`config.mk`:
```
export PLATFORM = sky130hd
export DESIGN_NAME = uart_word_packer_flat
export DESIGN_NICKNAME = d
export VERILOG_FILES = /design/src/rtl/uart_word_packer_if.sv /design/src/rtl/uart_word_packer.sv /design/src/flat_wrapper.sv
export SDC_FILE = /design/constraint.sdc
export NUM_CORES = 1
export LEC_CHECK = 0
export ABC_AREA = 1
export CORE_ASPECT_RATIO = 1.4
export CORE_MARGIN = 8
export CORE_UTILIZATION = 53
export CTS_CLUSTER_DIAMETER = 30
export DETAILED_ROUTE_END_ITERATION = 7
export GPL_TIMING_DRIVEN = 0
export PLACE_DENSITY = 0.79
export SLEW_MARGIN = 20
export SYNTH_ARGS = -nofsm -noshare
export SYNTH_HDL_FRONTEND = slang
export SYNTH_SLANG_ARGS = --single-unit
```
`constraint.sdc`:
```
create_clock -name clk -period 1.67 [get_ports clk]
set_clock_uncertainty 0.1 [all_clocks]
set_input_delay 0.334 -clock clk [delete_from_list [all_inputs] [get_ports clk]]
set_output_delay 0.334 -clock clk [all_outputs]
set_load 0.01 [all_outputs]
```
`src/rtl/uart_word_packer_if.sv`:
```
// Byte-in / word-out bundle between the UART receiver, uart_word_packer and the BRAM FIFO write port.
// byte_valid is a one-cycle strobe and is never back-pressured; fifo_w_en writes fifo_data only while fifo_full is 0.
interface uart_word_packer_if #(
    parameter int DATAW = 32
);
    localparam int CNTW = $clog2(DATAW / 8);

    logic [7:0]       byte_in;
    logic             byte_valid;
    logic             fifo_full;
    logic [DATAW-1:0] fifo_data;
    logic             fifo_w_en;
    logic             ovf_clr;
    logic             overflow;
    logic [CNTW-1:0]  byte_cnt;
    logic             hold_valid;

    // master drives bytes and FIFO status; slave is the packer
    modport master (
        output byte_in, byte_valid, fifo_full, ovf_clr,
        input  fifo_data, fifo_w_en, overflow, byte_cnt, hold_valid
    );

    modport slave (
        input  byte_in, byte_valid, fifo_full, ovf_clr,
        output fifo_data, fifo_w_en, overflow, byte_cnt, hold_valid
    );
endinterface

```
`src/rtl/uart_word_packer.sv`:
```
// Packs UART bytes into DATAW-bit words and feeds them to the FIFO through a one-word hold register.
// Define UART_WORD_PACKER_BIG_ENDIAN_EN to place the first byte in the most significant lane.
module uart_word_packer #(
    parameter int DATAW = 32
) (
    input  logic              clk,
    input  logic              rst,
    uart_word_packer_if.slave bus
);
    localparam int BYTES = DATAW / 8;
    localparam int CNTW  = $clog2(BYTES);
    localparam logic [CNTW-1:0] LAST_CNT = CNTW'(BYTES - 1);

    logic [DATAW-1:0] asm_q, asm_d;
    logic [DATAW-1:0] hold_q, hold_d;
    logic [DATAW-1:0] word_merged;
    logic [CNTW-1:0]  cnt_q, cnt_d;
    logic [CNTW-1:0]  lane;
    logic             hold_valid_q, hold_valid_d;
    logic             ovf_q, ovf_d;
    logic             word_done;
    logic             wr_en;
    logic             load;
    logic             drop;

`ifdef UART_WORD_PACKER_BIG_ENDIAN_EN
    assign lane = LAST_CNT - cnt_q;
`else
    assign lane = cnt_q;
`endif

    // Assembly word with the incoming byte merged into its lane.
    always_comb begin
        word_merged = asm_q;
        for (int k = 0; k < BYTES; k++) begin
            if (lane == CNTW'(k)) begin
                word_merged[8*k +: 8] = bus.byte_in;
            end
        end
    end

    // No write may leave during the reset cycle, even if a word was held.
    assign wr_en     = hold_valid_q & ~bus.fifo_full & ~rst;
    assign word_done = bus.byte_valid & (cnt_q == LAST_CNT);
    assign load      = word_done & (~hold_valid_q | wr_en);
    assign drop      = word_done & hold_valid_q & ~wr_en;

    always_comb begin
        asm_d        = asm_q;
        cnt_d        = cnt_q;
        hold_d       = hold_q;
        hold_valid_d = hold_valid_q;
        ovf_d        = ovf_q;

        if (bus.byte_valid) begin
            asm_d = word_merged;
            cnt_d = word_done ? '0 : cnt_q + 1'b1;
        end

        if (load) begin
            hold_d       = word_merged;
            hold_valid_d = 1'b1;
        end else if (wr_en) begin
            hold_valid_d = 1'b0;
        end

        // A drop in the same cycle as a clear leaves the flag set.
        if (drop) begin
            ovf_d = 1'b1;
        end else if (bus.ovf_clr) begin
            ovf_d = 1'b0;
        end
    end

    always_ff @(posedge clk) begin
        if (rst) begin
            asm_q        <= '0;
            cnt_q        <= '0;
            hold_q       <= '0;
            hold_valid_q <= 1'b0;
            ovf_q        <= 1'b0;
        end else begin
            asm_q        <= asm_d;
            cnt_q        <= cnt_d;
            hold_q       <= hold_d;
            hold_valid_q <= hold_valid_d;
            ovf_q        <= ovf_d;
        end
    end

    assign bus.fifo_data  = hold_q;
    assign bus.fifo_w_en  = wr_en;
    assign bus.overflow   = ovf_q;
    assign bus.byte_cnt   = cnt_q;
    assign bus.hold_valid = hold_valid_q;
endmodule

```
`src/flat_wrapper.sv`:
```
// flat-port wrapper written by rule: the top's interface ports become plain ports
module uart_word_packer_flat 
#(
    parameter int DATAW = 32
)
  (clk, rst, bus_byte_in, bus_byte_valid, bus_fifo_full, bus_ovf_clr, bus_fifo_data, bus_fifo_w_en, bus_overflow, bus_byte_cnt, bus_hold_valid);
  uart_word_packer_if #(.DATAW(DATAW)) bus_i ();
  input  logic clk;
  input  logic rst;
  input wire logic [$bits(bus_i.byte_in)-1:0] bus_byte_in;
  input wire logic [$bits(bus_i.byte_valid)-1:0] bus_byte_valid;
  input wire logic [$bits(bus_i.fifo_full)-1:0] bus_fifo_full;
  input wire logic [$bits(bus_i.ovf_clr)-1:0] bus_ovf_clr;
  output wire logic [$bits(bus_i.fifo_data)-1:0] bus_fifo_data;
  output wire logic [$bits(bus_i.fifo_w_en)-1:0] bus_fifo_w_en;
  output wire logic [$bits(bus_i.overflow)-1:0] bus_overflow;
  output wire logic [$bits(bus_i.byte_cnt)-1:0] bus_byte_cnt;
  output wire logic [$bits(bus_i.hold_valid)-1:0] bus_hold_valid;
  assign bus_i.byte_in = bus_byte_in;
  assign bus_i.byte_valid = bus_byte_valid;
  assign bus_i.fifo_full = bus_fifo_full;
  assign bus_i.ovf_clr = bus_ovf_clr;
  assign bus_fifo_data = bus_i.fifo_data;
  assign bus_fifo_w_en = bus_i.fifo_w_en;
  assign bus_overflow = bus_i.overflow;
  assign bus_byte_cnt = bus_i.byte_cnt;
  assign bus_hold_valid = bus_i.hold_valid;
  uart_word_packer #(.DATAW(DATAW)) u_core (.clk(clk), .rst(rst), .bus(bus_i));
endmodule
```
==> flow_metrics.env, run 1 <==
export IMPL_max_stage_delay_ns=0.16
export IMPL_final_common_cell="nand2_1"
export IMPL_cts_sinks=68
export IMPL_p_leak_uw=0.00222
export IMPL_via_per_inst=5.19
export IMPL_portBuffers=48
export IMPL_cts_tree="yes"
export IMPL_drtAntennaViolNets=0
export IMPL_cp_arrival_ns=1.12
export IMPL_dieArea_mm2=0.00883
export IMPL_status="finished clean"
export IMPL_htreeDepth=3
export IMPL_max_cap_violations=0
export IMPL_dr_pass1_iters=5
export IMPL_crit_type="in2out"
export IMPL_fmax_ghz=0.644
export IMPL_dieHeight_um=108
export IMPL_power_switching_uw=996
export IMPL_maxSlewHeadroom_pct=65.9
export IMPL_wl_per_cell_um=13.9
export IMPL_finish_instance_area_mm2=0.00400
export IMPL_min_period_ns=1.55
export IMPL_core_area_mm2=0.00586
export IMPL_std_cell_rows=33
export IMPL_clockBufferDepth=2
export IMPL_worstPathMaxFanout=10
export IMPL_layout_common_cells="nand2_1 (146), inv_1 (67), dfxtp_1 (66), nor2_1 (54)"
export IMPL_crit_chain="buf_2 > inv_2 > buf_8 > buf_8 > nand2_1 > nor2_1 > buf_2"
export IMPL_yosysTopAreaCell="dfxtp_1"
export IMPL_tns_ns=0
export IMPL_grt_first_pass_wirelength_um=13800
export IMPL_end_kind="output port"
export IMPL_p_sw_share_pct=27.7
export IMPL_ys_seq_elements=68
export IMPL_finalHoldViolations=0
export IMPL_hpwlAfterDp_um=6080
export IMPL_antenna_found_initial=0
export IMPL_cts_hold_buf=0
export IMPL_p_comb_share_pct=13.9
export IMPL_grt_ovfl_total=0
export IMPL_clkLatencyLatePin_ns=0.35
export IMPL_syn_area_mm2=0.00321
export IMPL_grt_pass1_vias=3056
export IMPL_vdd_drop_max_v=0.000600
export IMPL_p_clk_share_pct=38.1
export IMPL_routabilityCongestion=0.879
export IMPL_drt_iter0_markers=229
export IMPL_routed_wl_um=8450
export IMPL_power_density_mw_per_mm2=899
export IMPL_placed_area_mm2=0.00377
export IMPL_drive_gt1_share_pct=10.1
export IMPL_nets=548
export IMPL_start_util_pct=54.7
export IMPL_startpoint_type="input pin"
export IMPL_maxSlewViolCount=0
export IMPL_grt_max_degree=13
export IMPL_slowest_stage="buf_2"
export IMPL_yosysSeqAreaShare_pct=42.5
export IMPL_worst_pin_slew_ns=0.512
export IMPL_numCtsBuffers=9
export IMPL_p_seq_share_pct=48.0
export IMPL_diodes=0
export IMPL_min_period_over_period_pct=93.0
export IMPL_drc=0
export IMPL_rsz0062_at_grt="false"
export IMPL_via_count=3143
export IMPL_synth_distinct_cells=19
export IMPL_syn_instance_count=471
export IMPL_hold_class="in2reg"
export IMPL_path_clk_slew_ns=0.07
export IMPL_synth_area_leaders="dfxtp_1 (42%), nand2_1 (17%), inv_1 (8.4%)"
export IMPL_crit_required_ns=1.24
export IMPL_avgSynthCellArea_um2=6.81
export IMPL_synth_top_area_share_pct=42.5
export IMPL_finalSetupViolations=0
export IMPL_areaGrowthSynthToFinish_pct=24.8
export IMPL_yosysWarnings=0
export IMPL_track_usage_pct=19.9
export IMPL_syn_num_nets=488
export IMPL_internal_power_uw=2600
export IMPL_ioPinCount=50
export IMPL_die_width_um=81.7
export IMPL_cts_root_buffer="clkbuf_8"
[final timing paths]
kind,startpoint,to,slack (ns),cells past startpoint
worst max-delay path,rst,bus_fifo_w_en,0.12,7
worst min-delay path,rst,u_core.bus.byte_cnt[0],0.17,2
worst max register to register,u_core.bus.byte_cnt[0],u_core.asm_q[7],0.12,9
worst min register to register,u_core.asm_q[31],u_core.asm_q[31],0.38,2
[what timing repair did]
item                                   in CTS  in global routing
setup endpoints to repair                  60                 46
pin swaps                                   0                  0
gates resized for setup                    43                 22
endpoints found under the hold margin       0                  0
cloned                                      0                  0
buffers inserted                            0                  1
[registers in the layout, summed over array words and instances, names as in the netlist]
name,count
u_core.bus.overflow,1
u_core.bus.fifo_data,32
u_core.bus.hold_valid,1
u_core.asm_q,32
u_core.bus.byte_cnt,2
[area by class of cell]
type / count / area [um2]
fill: 532 / 1860
multi-input combinational: 300 / 1390
sequential: 68 / 1370
timing repair buffer: 49 / 463
inverter: 73 / 282
buffer: 30 / 210
clock buffer: 10 / 138
tap: 70 / 87.6
clock inverter: 6 / 63.8
[power by group through the flow]
stage	sequential, uW	clock, uW	combinational, uW
CTS	1730	1390	484
floorplan	1770	0	320
global route	1740	1460	562
global placement	1760	0	476
finish	1730	1370	500
detailed placement	1770	0	485
[stage by stage]
step                util (%)  worst slack [ns]  power [uW]  std cells  hold slack, ns
floorplan                  -             0.153        2090        471           0.312
global placement        64.4            -0.996        2240        589           0.349
detailed placement      64.4            -0.996        2250        589           0.359
CTS                     67.4          0.000352        3600        605           0.168
global route            68.3            0.0190        3760        606           0.195
finish                  68.3             0.117        3600        606           0.172
[metal layers]
metal  vias to the layer above  track usage [%]  share of wire (%)
li1                       1577                -                  -
met1                      1428             22.3                 40
met2                       112             33.6                 49
met3                        26             5.07                7.4
met4                         0             10.2                3.3
met5                         -                0                  0
[Yosys cell counts (all sizes together)]
master	number
a211oi	9
a21oi	28
buf	22
clkbuf	8
dfxtp	68
ha	4
inv	73
nand2	148
nand3	25
nor2	54
o211ai	24
o21ai	8
[cells by family (layout without fill, tap and decap cells)]
| family | count (synthesis) | after routing | share of synthesized area [%] |
|---|---|---|---|
| DFF | 68 | 68 | 42.5 |
| adders and majority gates | 4 | 4 | 1.56 |
| AOI/OAI and AO/OA | 69 | 69 | 14.0 |
| and+or+nand+nor | 227 | 227 | 27.9 |
| buffers and inverters | 103 | 168 | 14.1 |
[worst max-delay path: cells and delay by family]
family / cells / cell delay (ns)
buffers and inverters: 5 / 0.66
and+or+nand+nor: 2 / 0.12
No activity file was read; power rests on OpenSTA's default activity.
==> run 2, diff against run 1 <==
Settings changed: CORE_UTILIZATION 53 to 58, PLACE_DENSITY 0.79 to 0.85.
Clock period 1.67 ns to 1.9 ns, I/O delays scaled along.
==> run 2 against run 1 <==
Cell count decreased by 0.99%. Largest power group unchanged. Register-to-register slack improved by 0.02 ns. Critical endpoint is now bus_byte_cnt[0]. Non-clock buffer count decreased by 2.
==> flow_metrics.env, run 2 (synthesis gave the netlist of run 1 again) <==
export IMPL_grt_max_degree=20
export IMPL_wl_per_cell_um=13.9
export IMPL_hpwlAfterDp_um=6120
export IMPL_min_period_over_period_pct=97.7
export IMPL_crit_required_ns=1.42
export IMPL_drt_iter0_markers=365
export IMPL_core_area_mm2=0.00545
export IMPL_cts_root_buffer="clkbuf_8"
export IMPL_fmax_ghz=0.539
export IMPL_grt_pass1_vias=3124
export IMPL_numCtsBuffers=9
export IMPL_slowest_stage="clkdlybuf4s50_1"
export IMPL_htreeDepth=3
export IMPL_ioPinCount=50
export IMPL_drc=0
export IMPL_nFillCells=468
export IMPL_ff_latch_area_mm2=0.00136
export IMPL_maxSlewViolCount=0
export IMPL_portBuffers=48
export IMPL_drive_gt1_share_pct=7.89
export IMPL_worstPathMaxFanout=6
export IMPL_drtAntennaViolNets=0
export IMPL_rsz0062_at_grt="false"
export IMPL_multi_input_area_mm2=0.00139
export IMPL_grt_ovfl_total=0
export IMPL_power_density_mw_per_mm2=792
export IMPL_path_clk_slew_ns=0.06
export IMPL_final_common_cell="nand2_1"
export IMPL_total_power_uw=3140
export IMPL_layout_common_cells="nand2_1 (146), inv_1 (71), dfxtp_1 (68), nor2_1 (54), clkdlybuf4s50_1 (46)"
export IMPL_diodes=0
export IMPL_hold_class="in2reg"
export IMPL_critPathBufInv=1
export IMPL_max_stage_delay_ns=0.58
export IMPL_dr_pass1_iters=5
export IMPL_crit_type="reg2out"
export IMPL_std_cell_rows=32
export IMPL_p_leak_uw=0.00193
export IMPL_antenna_found_initial=0
export IMPL_cts_tree="yes"
export IMPL_cp_top_family="buffers and inverters"
export IMPL_maxSlewHeadroom_pct=65.7
export IMPL_grt_first_pass_wirelength_um=14100
export IMPL_track_usage_pct=21.4
export IMPL_finish_instance_area_mm2=0.00396
export IMPL_clkLatencyLatePin_ns=0.36
export IMPL_crit_chain="clkdlybuf4s50_1"
export IMPL_routed_wl_um=8320
export IMPL_start_util_pct=58.9
export IMPL_status="finished clean"
export IMPL_finalHoldViolations=0
export IMPL_vdd_drop_max_v=0.000779
export IMPL_dieArea_mm2=0.00820
export IMPL_min_period_ns=1.86
export IMPL_startpoint_type="flop"
export IMPL_max_cap_violations=0
export IMPL_via_count=3093
export IMPL_worst_pin_slew_ns=0.515
export IMPL_placed_area_mm2=0.00377
export IMPL_via_per_inst=5.16
export IMPL_cts_sinks=68
export IMPL_dieHeight_um=104
export IMPL_end_kind="output port"
export IMPL_nets=546
export IMPL_clockBufferDepth=2
export IMPL_finalSetupViolations=0
export IMPL_routabilityCongestion=0.939
export IMPL_areaGrowthSynthToFinish_pct=23.5
export IMPL_cp_arrival_ns=1.38
export IMPL_die_width_um=78.8
==> run 2: cell types whose count changed in the layout (fill, tap and decap cells not counted), sizes merged, moves of 3 or more <==
cell | previous run | this run
dlygate4sd2 | 28 | 1
clkinvlp | 4 | 0
buf | 24 | 21
dlymetal6s2s | 8 | 0
clkdlybuf4s50 | 10 | 46
==> run 2: metrics by stage <==
step / setup slack, ns / hold slack (ns) / TNS [ns] / cells / util, %
after CTS: 0.00617 / 0.274 / 0 / 600 / 72.8
final: 0.0436 / 0.279 / 0 / 600 / 72.7
after global routing: 0.000223 / 0.295 / 0 / 600 / 72.7
after global placement: -0.811 / 0.350 / -2.37 / 587 / 69.3
after detailed placement: -0.860 / 0.362 / -1.72 / 587 / 69.3
after floorplan: 0.383 / 0.337 / 0 / 471 / -
==> run 2: path summary, 6_finish.rpt <==
kind                          start               end  slack [ns]  cells past startpoint
min reg2reg        u_core.asm_q[31]  u_core.asm_q[31]        0.37                      2
max          u_core.bus.byte_cnt[0]   bus_byte_cnt[0]        0.04                      1
min                  bus_byte_valid  u_core.asm_q[31]        0.28                      3
max reg2reg  u_core.bus.byte_cnt[0]  u_core.asm_q[17]        0.14                      9
==> run 2: what timing repair did <==
action,CTS,global route
resized for setup,7,1
setup endpoints to repair,1,1
hold buffers,0,0
endpoints found under the hold margin,0,0
gates cloned,0,0
setup buffers,0,0
==> run 2: area by class of cell <==
class,count,share of cell area [%]
buffer,29,4.64
clock buffer,12,3.92
clock inverter,2,0.884
inverter,73,6.92
multi-input combinational,300,35.2
sequential,68,34.4
tap,68,2.15
timing repair buffer,48,12.0
==> run 2: routing by layer <==
layer  global-route usage (%)  wire [um]  vias to the layer above
met5                        0          0                        -
met4                     13.7        313                        0
li1                         -          -                     1563
met3                     6.75        624                       25
met1                     21.8       3300                     1388
met2                     36.2       4080                      117
==> run 2: where the power goes <==
part           total (uW)  switching, uW  internal, uW
registers            1520           34.4          1490
logic                 436            271           165
clock network        1180            518           661
==> run 3, diff against run 2 <==
Settings changed: SETUP_SLACK_MARGIN from default to 0.02.
==> run 3 against run 2 <==
Routed wire length is 0.76% lower. Core utilization is 0.28 points higher. Non-clock buffer count is 1 higher. Total power hardly changed. Critical endpoint is now bus_byte_cnt[1].
==> flow_metrics.env, run 3 (synthesis gave the netlist of run 1 again) <==
export IMPL_status="finished clean"
export IMPL_max_stage_delay_ns=0.56
export IMPL_dieArea_mm2=0.00820
export IMPL_core_area_mm2=0.00545
export IMPL_hpwlAfterDp_um=6120
export IMPL_cts_tree="yes"
export IMPL_routed_wl_um=8260
export IMPL_maxSlewHeadroom_pct=65.9
export IMPL_r2r_cells=9
export IMPL_start_util_pct=58.9
export IMPL_ioPinCount=50
export IMPL_cts_root_buffer="clkbuf_8"
export IMPL_fmax_ghz=0.562
export IMPL_whs_ns=0.215
export IMPL_startpoint="u_core.bus.byte_cnt[1]"
export IMPL_cts_resized_gates=13
export IMPL_grt_ovfl_total=0
export IMPL_p_leak_uw=0.00193
export IMPL_placed_cells=587
export IMPL_nets=547
export IMPL_cp_arrival_ns=1.30
export IMPL_power_density_mw_per_mm2=789
export IMPL_path_clk_slew_ns=0.07
export IMPL_drtAntennaViolNets=0
export IMPL_via_per_inst=5.10
export IMPL_drt_iter0_markers=366
export IMPL_via_count=3066
export IMPL_crit_required_ns=1.42
export IMPL_worstPathMaxFanout=4
export IMPL_nFillCells=465
export IMPL_hold_start="rst"
export IMPL_finalHoldViolations=0
export IMPL_grt_max_degree=11
export IMPL_numCtsBuffers=9
export IMPL_wl_per_cell_um=13.7
export IMPL_instances_no_fill=601
export IMPL_std_cell_rows=32
export IMPL_track_usage_pct=21.4
export IMPL_post_cts_setup_buffer_count=0
export IMPL_drc=0
export IMPL_end_kind="output port"
export IMPL_min_period_ns=1.78
export IMPL_layout_common_cells="nand2_1 (146), inv_1 (70), dfxtp_1 (67), nor2_1 (54), clkdlybuf4s50_1 (46)"
export IMPL_worst_pin_slew_ns=0.511
export IMPL_critPathBufInv=1
export IMPL_antenna_found_initial=0
export IMPL_maxSlewViolCount=0
export IMPL_reg2reg_setup_slack_ns=0.23
export IMPL_dieHeight_um=104
export IMPL_holdPathEnd="u_core.asm_q[31]"
export IMPL_portBuffers=48
export IMPL_diodes=0
export IMPL_rsz0062_at_grt="false"
export IMPL_final_common_cell="nand2_1"
export IMPL_r2r_end="u_core.asm_q[14]"
export IMPL_whs_path_depth=2
export IMPL_die_width_um=78.8
export IMPL_drive_gt1_share_pct=8.63
export IMPL_htreeDepth=3
export IMPL_r2r_start="u_core.bus.byte_cnt[1]"
export IMPL_crit_type="reg2out"
export IMPL_finalSetupViolations=0
export IMPL_clkLatencyLatePin_ns=0.35
export IMPL_grt_first_pass_wirelength_um=14100
export IMPL_dr_pass1_iters=4
export IMPL_cts_sinks=68
export IMPL_cp_top_family="buffers and inverters"
export IMPL_grt_pass1_vias=3126
export IMPL_min_period_over_period_pct=93.7
export IMPL_vdd_drop_max_v=0.000783
export IMPL_slowest_stage="clkdlybuf4s50_1"
export IMPL_startpoint_type="flop"
export IMPL_max_cap_violations=0
export IMPL_hold_class="in2reg"
export IMPL_areaGrowthSynthToFinish_pct=24.0
export IMPL_clockBufferDepth=2
export IMPL_cts_hold_buf=0
export IMPL_crit_chain="clkdlybuf4s50_1"
export IMPL_crit_cells=1
export IMPL_routabilityCongestion=0.939
run 3: where the power goes:
group          total, uW  switching, uW  leakage, uW  internal [uW]
Sequential          1520           34.2     0.000555           1490
Combinational        437            270      0.00128            167
Clock               1180            519    0.0000983            661
Total               3140            824      0.00193           2320
run 3: worst max-delay path by stage:
| stage | to | slack (ns) |
|---|---|---|
| after global placement | bus_fifo_w_en | -0.81 |
| after floorplan | u_core.asm_q[23] | 0.38 |
| after detailed placement | bus_fifo_w_en | -0.86 |
| after CTS | bus_byte_cnt[0] | 0.04 |
| after global routing | u_core.asm_q[14] | 0.06 |
| final | bus_byte_cnt[1] | 0.12 |
run 3: per-stage QoR:
| stage | instance area (um2) | setup slack [ns] | setup TNS, ns | power, uW | util, % |
|---|---|---|---|---|---|
| finish | 3980 | 0.121 | 0 | 3140 | 73.0 |
| global route | 3980 | 0.0647 | 0 | 3280 | 73.0 |
| CTS | 3970 | 0.0381 | 0 | 3140 | 72.9 |
| detailed placement | 3770 | -0.860 | -1.72 | 1980 | 69.3 |
| global placement | 3770 | -0.811 | -2.37 | 1970 | 69.3 |
| floorplan | 3210 | 0.383 | 0 | 1830 | - |
run 3: cell type report:
class	count	area [um2]	area share [%]
clock inverters	2	35.0	0.881
flip-flops and latches	68	1360	34.3
clock buffers	12	155	3.90
inverters	73	278	6.99
plain buffers	30	191	4.81
well taps	68	85.1	2.14
multi-input cells	300	1390	35.0
repair buffers	48	477	12.0
run 3: layer usage:
layer / part of all wire, % / global-route usage, % / vias to the layer above
met5: 0 / 0 / -
met3: 7.2 / 6.92 / 27
met4: 3.8 / 13.2 / 0
li1: - / - / 1564
met1: 39 / 22.0 / 1374
met2: 49 / 36.2 / 101
